<file path="src/rtl/ir_pkg.sv">
// Shared NEC IR receiver definitions: decoder states, NEC timing unit counts
// and the cycle-domain helpers used to build duration windows.
package ir_pkg;

    typedef enum logic [2:0] {
        IDLE,
        LEAD_MARK,
        LEAD_SPACE,
        BIT_MARK,
        BIT_SPACE,
        STOP_MARK,
        RPT_MARK
    } ir_state_e;

    // NEC durations in multiples of the 562.5 us base unit
    localparam int U_LEAD_MARK  = 16;
    localparam int U_LEAD_SPACE = 8;
    localparam int U_RPT_SPACE  = 4;
    localparam int U_ONE_SPACE  = 3;
    localparam int U_BIT        = 1;
    localparam int U_SAT        = 20;

    function automatic longint unit_cycles(input longint clk_hz);
        return clk_hz * 5625 / 10_000_000;
    endfunction

    function automatic longint dur_lo(input longint unit, input longint n, input longint tol);
        return n * unit * (100 - tol) / 100;
    endfunction

    function automatic longint dur_hi(input longint unit, input longint n, input longint tol);
        return n * unit * (100 + tol) / 100;
    endfunction

endpackage

</file>
<file path="src/rtl/ir_dur_match.sv">
// Flags whether a measured duration lies inside the tolerance window of
// N_UNITS base units.
module ir_dur_match import ir_pkg::*; #(
    parameter int     CW      = 10,
    parameter longint UNIT    = 28,
    parameter int     N_UNITS = 1,
    parameter int     TOL_PCT = 25
) (
    input  logic [CW-1:0] cnt,
    output logic          match
);

    localparam logic [63:0] LO = 64'(dur_lo(UNIT, N_UNITS, TOL_PCT));
    localparam logic [63:0] HI = 64'(dur_hi(UNIT, N_UNITS, TOL_PCT));

    logic [63:0] cnt_w;

    assign cnt_w = {{(64-CW){1'b0}}, cnt};
    assign match = (cnt_w >= LO) && (cnt_w <= HI);

endmodule

</file>
<file path="src/rtl/ir_nec_rx.sv">
// NEC infrared frame decoder: synchronizes the demodulated line, times each
// mark/space, assembles 32-bit frames and drives hold-timed key outputs.
module ir_nec_rx import ir_pkg::*; #(
    parameter int                  CLK_HZ     = 50_000_000,
    parameter int                  TOL_PCT    = 25,
    parameter int                  N_KEYS     = 4,
    parameter logic [N_KEYS*8-1:0] KEY_CODES  = {8'h08, 8'h5E, 8'h18, 8'h0C},
    parameter int                  HOLD_MS    = 120,
    parameter bit                  CHECK_ADDR = 1'b1
) (
    input  logic              clk,
    input  logic              rst,
    input  logic              IR,
    output logic              frame_valid,
    output logic [31:0]       frame,
    output logic [7:0]        addr,
    output logic [7:0]        cmd,
    output logic              repeat_pulse,
    output logic              frame_err,
    output logic [N_KEYS-1:0] key_n,
    output logic              key_any
);

    localparam longint UNIT = unit_cycles(CLK_HZ);
    localparam longint SAT  = U_SAT * UNIT;
    localparam int     CW   = $clog2(SAT + 1);
    localparam longint HOLD = longint'(HOLD_MS) * CLK_HZ / 1000;
    localparam int     TW   = $clog2(HOLD + 1);

    localparam logic [CW-1:0] SAT_C  = CW'(SAT);
    localparam logic [TW-1:0] HOLD_C = TW'(HOLD);
    localparam int            MULT [5] = '{U_LEAD_MARK, U_LEAD_SPACE, U_RPT_SPACE, U_ONE_SPACE, U_BIT};

    logic            s1, s2, s3;
    logic            fall, rise;
    logic [CW-1:0]   cnt;
    logic [4:0]      hit;
    logic            m16, m8, m4, m3, m1;

    ir_state_e       state, state_d;
    logic [4:0]      bit_cnt, bit_cnt_d;
    logic [31:0]     shreg, shreg_d;
    logic            acc, rpt, err, checks_ok;
    logic            have_frame;
    logic [TW-1:0]   hold;
    logic [N_KEYS-1:0] key_hit;

    always_ff @(posedge clk) begin
        if (rst) begin
            {s1, s2, s3} <= 3'b111;
        end else begin
            s1 <= IR;
            s2 <= s1;
            s3 <= s2;
        end
    end

    assign fall = s3 & ~s2;
    assign rise = ~s3 & s2;

    always_ff @(posedge clk) begin
        if (rst || fall || rise) cnt <= '0;
        else if (cnt != SAT_C)   cnt <= cnt + 1'b1;
    end

    for (genvar g = 0; g < 5; g++) begin : g_match
        ir_dur_match #(
            .CW      (CW),
            .UNIT    (UNIT),
            .N_UNITS (MULT[g]),
            .TOL_PCT (TOL_PCT)
        ) u_match (
            .cnt   (cnt),
            .match (hit[g])
        );
    end

    assign {m1, m3, m4, m8, m16} = hit;

    assign checks_ok = (shreg[31:24] == ~shreg[23:16]) &&
                       (!CHECK_ADDR || (shreg[15:8] == ~shreg[7:0]));

    always_comb begin
        state_d   = state;
        bit_cnt_d = bit_cnt;
        shreg_d   = shreg;
        acc       = 1'b0;
        rpt       = 1'b0;
        err       = 1'b0;
        if (state != IDLE && cnt == SAT_C) begin
            err = 1'b1;
        end else begin
            case (state)
                IDLE:       if (fall) state_d = LEAD_MARK;
                LEAD_MARK:  if (rise) begin
                                if (m16) state_d = LEAD_SPACE;
                                else     err = 1'b1;
                            end
                LEAD_SPACE: if (fall) begin
                                if (m8) begin
                                    state_d   = BIT_MARK;
                                    bit_cnt_d = '0;
                                end else if (m4) begin
                                    state_d = RPT_MARK;
                                end else begin
                                    err = 1'b1;
                                end
                            end
                BIT_MARK:   if (rise) begin
                                if (m1) state_d = BIT_SPACE;
                                else    err = 1'b1;
                            end
                BIT_SPACE:  if (fall) begin
                                if (m1 || m3) begin
                                    shreg_d[bit_cnt] = m3;
                                    bit_cnt_d        = bit_cnt + 1'b1;
                                    state_d          = (bit_cnt == 5'd31) ? STOP_MARK : BIT_MARK;
                                end else begin
                                    err = 1'b1;
                                end
                            end
                STOP_MARK:  if (rise) begin
                                if (m1 && checks_ok) begin
                                    acc     = 1'b1;
                                    state_d = IDLE;
                                end else begin
                                    err = 1'b1;
                                end
                            end
                RPT_MARK:   if (rise) begin
                                if (m1) begin
                                    rpt     = have_frame && (hold != '0);
                                    state_d = IDLE;
                                end else begin
                                    err = 1'b1;
                                end
                            end
                default:    state_d = IDLE;
            endcase
        end
        if (err) state_d = IDLE;
    end

    // KEY_CODES is listed key 0 first, so key k sits k bytes down from the MSB
    for (genvar k = 0; k < N_KEYS; k++) begin : g_key
        assign key_hit[k] = (shreg[23:16] == KEY_CODES[(N_KEYS-1-k)*8 +: 8]);
    end

    always_ff @(posedge clk) begin
        if (rst) begin
            state        <= IDLE;
            bit_cnt      <= '0;
            shreg        <= '0;
            frame_valid  <= 1'b0;
            repeat_pulse <= 1'b0;
            frame_err    <= 1'b0;
            frame        <= '0;
            addr         <= '0;
            cmd          <= '0;
            have_frame   <= 1'b0;
            hold         <= '0;
            key_n        <= '1;
        end else begin
            state        <= state_d;
            bit_cnt      <= bit_cnt_d;
            shreg        <= shreg_d;
            frame_valid  <= acc;
            repeat_pulse <= rpt;
            frame_err    <= err;
            if (acc) begin
                frame      <= shreg;
                addr       <= shreg[7:0];
                cmd        <= shreg[23:16];
                have_frame <= 1'b1;
                hold       <= HOLD_C;
                key_n      <= ~key_hit;
            end else if (rpt) begin
                hold <= HOLD_C;
            end else if (hold != '0) begin
                hold <= hold - 1'b1;
                if (hold == 1) key_n <= '1;
            end
        end
    end

    assign key_any = ~&key_n;

endmodule
</file>
<file path="config.mk">
export PLATFORM = sky130hd
export DESIGN_NAME = ir_nec_rx
export DESIGN_NICKNAME = d
export VERILOG_FILES = /design/src/rtl/ir_pkg.sv /design/src/rtl/ir_dur_match.sv /design/src/rtl/ir_nec_rx.sv
export SDC_FILE = /design/constraint.sdc
export NUM_CORES = 1
export LEC_CHECK = 0
export CAP_MARGIN = 20
export CORE_UTILIZATION = 60
export DETAILED_ROUTE_END_ITERATION = 6
export HOLD_SLACK_MARGIN = 0.03
export PLACE_DENSITY = 0.88
export SKIP_LAST_GASP = 1
export SLEW_MARGIN = 10
export SYNTH_ARGS = -nofsm -noshare
export SYNTH_HDL_FRONTEND = slang
export SYNTH_HIERARCHICAL = 1
export SYNTH_SLANG_ARGS = --single-unit
</file>
<file path="constraint.sdc">
create_clock -name clk -period 8.3 [get_ports clk]
set_input_delay 0.83 -clock clk [delete_from_list [all_inputs] [get_ports clk]]
set_output_delay 0.83 -clock clk [all_outputs]
set_load 0.02 [all_outputs]
</file>
* After elaboration in Yosys (flattened, before gate mapping)
Index checks and enable logic that the tools add are counted.
Word-level totals: bits in registers 142, input port bits 3, logic and storage cells 152
Operators by class: $add $sub $neg 3, magnitude comparators 12, equality and inequality tests 31, mux-type cells 52, bitwise gates (word level) 8, reductions and logical operators 29
Operators with widths (number):
- 2-to-1 mux 23 bit | 3
- 2-to-1 mux 3 bit | 15
- bitwise mux 32 bit | 1
- != test 2 bit, second input constant | 12
- equality test 23 x 1 -> 1 bit, second input constant | 1
- nonzero test 23 bit | 1
- subtractor 23 x 1 -> 23 bit, second input constant | 1
- 2-to-1 mux 1 bit | 21
- case mux 3 bit (7 select lines) | 1
- adder 20 x 1 -> 20 bit, second input constant | 1
- equality test 20 bit, second input constant | 1
- greater-or-equal comparator 20 x 15 -> 1 bit, second input constant | 1
- greater-or-equal comparator 20 x 16 -> 1 bit, second input constant | 1
- greater-or-equal comparator 20 x 17 -> 1 bit, second input constant | 1
- greater-or-equal comparator 20 x 18 -> 1 bit, second input constant | 1
- greater-or-equal comparator 20 x 19 -> 1 bit, second input constant | 1
- less-or-equal comparator 20 x 16 -> 1 bit, second input constant | 1
- less-or-equal comparator 20 x 17 -> 1 bit, second input constant | 1
- less-or-equal comparator 20 x 18 -> 1 bit, second input constant | 1
- less-or-equal comparator 20 x 19 -> 1 bit, second input constant | 1
- less-or-equal comparator 20 bit, second input constant | 1
- 2-to-1 mux 5 bit | 4
- != test 20 bit, second input constant | 1
- equality test 8 x 4 -> 1 bit, second input constant | 2
- other kinds (32) | 60

* Longest topological paths before layout
word-level depth 10, depth in mapped cells 12, depth with buffers taken out 11

* Cells and area by module
The synthesis kept the hierarchy.
By module, submodules not included:
- ir_nec_rx | instances 1, cells an instance 706, area each 5926.9 µm², sequential area each 2522.4 µm²
- ir_dur_match (g_match[1].u_match) | instances 1, cells an instance 28, area each 197.7 µm², sequential area each 0.0 µm²
- ir_dur_match (g_match[4].u_match) | instances 1, cells an instance 26, area each 168.9 µm², sequential area each 0.0 µm²
- ir_dur_match (g_match[0].u_match) | instances 1, cells an instance 23, area each 163.9 µm², sequential area each 0.0 µm²
- ir_dur_match (g_match[2].u_match) | instances 1, cells an instance 22, area each 161.4 µm², sequential area each 0.0 µm²
- ir_dur_match (g_match[3].u_match) | instances 1, cells an instance 18, area each 128.9 µm², sequential area each 0.0 µm²

* Worst setup path after synthesis
Ideal clock, no wire load.
kind reg2reg, from reg cnt[7], to reg state[0], setup time 0.073 ns, arrival 2.701 ns, required time 8.227 ns, slack 5.526 ns, stages on the path, launching flop included 11, buffers on the path 0, cells stage by stage dfxtp_1 -> a21o_1 -> a211oi_2 -> o21ai_1 -> a221o_1 -> a22oi_1 -> and2_1 -> and4_1 -> a41oi_1 -> or4_4 -> nor3_2
On the way: cells in the longest elaborated chain, start to end 8
Ends and longest elaborated chain:
- start: declaration | RTL line ir_nec_rx.sv:36 | logic [CW-1:0] cnt;
- start signal: assignment | RTL line ir_nec_rx.sv:63 | else if (cnt != SAT_C) cnt <= cnt + 1'b1;
- greater-or-equal comparator 20 x 15 -> 1 bit / less-or-equal comparator 20 x 16 -> 1 bit (equally long branches) | RTL line ir_dur_match.sv:19 | assign match = (cnt_w >= LO) && (cnt_w <= HI);
- logical AND 1 bit * | RTL line ir_dur_match.sv:19
- via m1 | RTL line ir_nec_rx.sv:38 | logic m16, m8, m4, m3, m1;
- logical AND 1 bit / logical OR 1 bit (equally long branches) | RTL line ir_nec_rx.sv:123, ir_nec_rx.sv:114
- 2-to-1 mux 1 bit, on equally long branches | RTL line ir_nec_rx.sv:123, ir_nec_rx.sv:114
- 2-to-1 mux 1 bit, on equally long branches | RTL line ir_nec_rx.sv:122, ir_nec_rx.sv:113
- case mux 1 bit (5 select lines) | RTL line ir_nec_rx.sv:93 | case (state)
- 2-to-1 mux 1 bit | RTL line ir_nec_rx.sv:90 | if (state != IDLE && cnt == SAT_C) begin
- OR reduction 2 bit (no source line)
- end signal: assignment | RTL line ir_nec_rx.sv:164 | state <= state_d;
- end: declaration | RTL line ir_nec_rx.sv:40 | ir_state_e state, state_d;
The timed path passes the listed nets; every way through them passes the cells marked *. The select of a mux whose other input is x is not followed. A chain may end at the register's enable or synchronous reset.

* Worst setup path in the final report
from reg cnt[11], to reg key_n[1]
On the way: cells in the longest elaborated chain, start to end 9
Ends and longest elaborated chain:
- greater-or-equal comparator 20 x 15 -> 1 bit / less-or-equal comparator 20 x 16 -> 1 bit (equally long branches) | RTL line ir_dur_match.sv:19
- logical AND 1 bit * | RTL line ir_dur_match.sv:19
- via m1 | RTL line ir_nec_rx.sv:38
- logical AND 1 bit | RTL line ir_nec_rx.sv:123 | if (m1 && checks_ok) begin
- 2-to-1 mux 1 bit | RTL line ir_nec_rx.sv:123
- 2-to-1 mux 1 bit | RTL line ir_nec_rx.sv:122 | STOP_MARK: if (rise) begin
- 2-to-1 mux 1 bit | RTL line ir_nec_rx.sv:93
- 2-to-1 mux 1 bit | RTL line ir_nec_rx.sv:90
- != test 2 bit (no source line) / nonzero test 2 bit (equally long branches)
- AND reduction 3 bit (no source line)
- end signal: assignment | RTL line ir_nec_rx.sv:176 | key_n <= ~key_hit;
- end: declaration | RTL line ir_nec_rx.sv:20 | output logic [N_KEYS-1:0] key_n,
The timed path passes the listed nets; every way through them passes the cells marked *.

==> metrics.yaml <==
yosys:
  ys_seq_area_share_pct: 37.4
  yosys_warnings: 6
  synth_nets: 836
  synth_edf_count: 0
  synth_seq_cells: 126
  synth_cells: 823
  synthArstFlopShare_pct: 0
  synth_top_area_share_pct: 37.4
  synth_top_flop_cell: "dfxtp_1"
  yosysTopAreaCell: "dfxtp_1"
  syn_area_per_cell_um2: 8.20
  synth_area_mm2: 0.00675
  yosysUniqueCellTypes: 75
  synth_area_leaders: "dfxtp_1, nor2_1, mux2i_1, nand2_1, xnor2_1"
route:
  drt_iter0_drc: 589
  ant_nets: 0
  avgViaCountPerCell: 6.27
  drt_pass1_iterations: 7
  num_vias: 6298
  drc: 0
  finalWirelength_um: 17900
  routedWlPerCell_um: 17.8
cts:
  h-tree-depth: 4
  clock_sinks: 126
  cts_tree: "yes"
  numCtsBuffers: 17
  path_clk_slew_ns: 0.06
  clockBufferDepth: 2
  post-cts-setup-buffers: 0
  cts_repair_resize_count: 0
  clkLatencyLatePin_ns: 0.53
  cts-root-buf: "clkbuf_8"
  cts_hold_buf: 0
global_route:
  grt_pass1_vias: 5854
  grt_max_degree: 90
  grt_overflow: 0
  grt_pass1_wl_um: 28700
  antenna_found_initial: 0
  grt_usage_pct: 31.6
power:
  p_int_w: 0.00128
  p_switching_w: 0.000530
  total_power_w: 0.00181
  powerDensity_mw_per_mm2: 231
  pwr-share-clk_pct: 41.1
  ir_worst_vdd_mv: 0.255
  comb_power_share_pct: 19.8
  p_sw_share_pct: 29.3
  p_leak_nw: 2.52
  pwr-share-seq_pct: 39.1
timing:
  setup_viol_count_final: 0
  worstMarginPinSlew_ns: 0.935
  period_minus_slack_ns: 3.82
  relSlewSlack_pct: 37.7
  fin_crit_sh_pct: 46.0
  hold_viol: 0
  tns_ns: 0
  fmax_mhz: 262
  skew_ns: 0.00766
  final_max_slew_viol_count: 0
  rsz0062_at_grt: "no"
run_status:
  outcome: "complete, no violations"
worst_setup_path:
  path_class: "register to register"
  crit_arrival_ns: 4.24
  path_max_fanout: 35
  end_kind: "register"
  critPathRequiredTime_ns: 8.72
  startpoint_type: "register"
floorplanning:
  start_util_pct: 62.0
  die_area_mm2: 0.0117
  rows: 38
  fp.coreArea_mm2: 0.0109
  die_w_um: 108
  die_h_um: 108
  io_pins: 59
cells_and_area:
  fin_nets: 865
  antenna_cells: 0
  final_layout_size_suffix_gt1_share_pct: 7.75
  fin_util_pct: 72.2
  area_growth_pct: 16.4
place:
  dp_hpwl_um: 11800
  io_buffers: 58
  gp_congestion: 0.869
job:
  maxCapViolations: 0
hold_path:
  hp-class: "register to register"
==> power groups by stage <==
stage / registers, W / logic, W / clock network [W]
final: 0.000709 / 0.000358 / 0.000745
after CTS: 0.000708 / 0.000358 / 0.000752
after global placement: 0.000715 / 0.000335 / 0
after detailed placement: 0.000721 / 0.000352 / 0
after global routing: 0.000716 / 0.000400 / 0.000776
after floorplan: 0.000707 / 0.000297 / 0
==> area by class of cell <==
class / count / area (um2)
flip-flops and latches: 126 / 2520
repair buffers: 62 / 606
clock inverters: 12 / 159
multi-input cells: 630 / 3900
inverters: 15 / 56.3
fillers: 796 / 3030
well taps: 140 / 175
clock buffers: 20 / 435
==> cell families (layout without fill, tap and decap cells) <==
logic type,after synthesis,in the layout,synth area share (%)
AO/OA/AOI/OAI,127,127,12.1
XOR/XNOR,53,53,6.88
adder cells (fa/ha/maj),10,10,1.85
buffers and inverters,67,109,4.90
flip-flops,126,126,37.4
multiplexers,36,36,5.34
AND/OR/NAND/NOR,404,404,31.5
==> registers in the layout (all words and copies together) (netlist names) <==
name	count
s3	1
frame	32
s1	1
key_n	4
frame_valid	1
frame_err	1
repeat_pulse	1
state	3
s2	1
have_frame	1
shreg	32
cnt	20
bit_cnt	5
hold	23
==> per-stage QoR <==
step / hold slack (ns) / setup WS (ns) / cells / instance area, um2
5_1_grt: 0.422 / 4.20 / 1005 / 7860
6_report: 0.410 / 4.48 / 1005 / 7860
3_5_place_dp: 0.398 / 4.61 / 973 / 7260
4_1_cts: 0.413 / 4.53 / 1005 / 7860
3_3_place_gp: 0.394 / 4.60 / 973 / 7260
2_1_floorplan: 0.389 / 5.53 / 823 / 6750
==> final timing paths <==
kind                 from        to  slack [ns]  cells after the start
setup reg to reg  cnt[11]  key_n[1]        4.48                      9
hold / removal         s1        s2        0.41                      1
setup / recovery  cnt[11]  key_n[1]        4.48                      9
hold reg to reg        s1        s2        0.41                      1
==> cells in the final DEF, fill, tap and decap left out, types with 3 or more instances in the layout <==
cell type,netlist,routed
o21a_1,4,4
o21ai_1,4,4
or3_1,15,15
nor4b_1,4,4
and4_1,3,3
nor2_1,99,98
nor2b_1,6,6
mux2i_1,36,36
nor4b_2,3,3
o21ai_0,15,15
bufinv_16,0,3
clkdlybuf4s50_1,0,57
a211oi_1,3,3
inv_6,0,3
and2_1,3,3
nor3_1,57,56
nand2_1,93,93
nand2b_1,6,6
nand4_1,20,20
buf_4,17,4
nor3b_1,5,5
inv_1,15,15
a21oi_1,59,59
xor2_1,15,15
nand3_1,24,24
clkbuf_16,0,16
o2111ai_1,3,3
nor4_1,15,15
xnor2_1,38,38
ha_1,10,10
nor4bb_1,5,5
or4_1,5,5
or2_2,10,10
nand4b_1,4,4
and3_1,7,7
dfxtp_1,126,126
a31oi_1,4,4
==> critical path, stage by stage, from the launching register on <==
cell and delay (ns):
dfxtp_1 0.87, nand4b_1 0.17, nor4b_1 0.42, nand2_1 0.09, a22oi_1 0.53, and2_1 0.23
and4_1 0.24, and4_2 0.70, nand2_1 0.22, o22a_1 0.23
==> metal layers <==
metal	part of all wire, %	global-route usage (%)	routed length (um)	up-vias
met1	44	40.5	7840	3031
met5	0	0	0	-
met3	6.6	7.53	1170	38
met2	47	50.3	8480	229
met4	2.1	14.0	384	0
li1	-	-	-	3000
==> cells in the mapped netlist (7+ instances only) <==
master    instances
dfxtp_1         126
nor2_1           99
nand2_1          93
a21oi_1          59
nor3_1           57
xnor2_1          38
mux2i_1          36
nand3_1          24
clkbuf_1         23
nand4_1          20
buf_4            17
inv_1            15
nor4_1           15
o21ai_0          15
or3_1            15
xor2_1           15
buf_2            12
ha_1             10
or2_2            10
and3_1            7
Note: power is estimated with default switching activity, not from simulation.
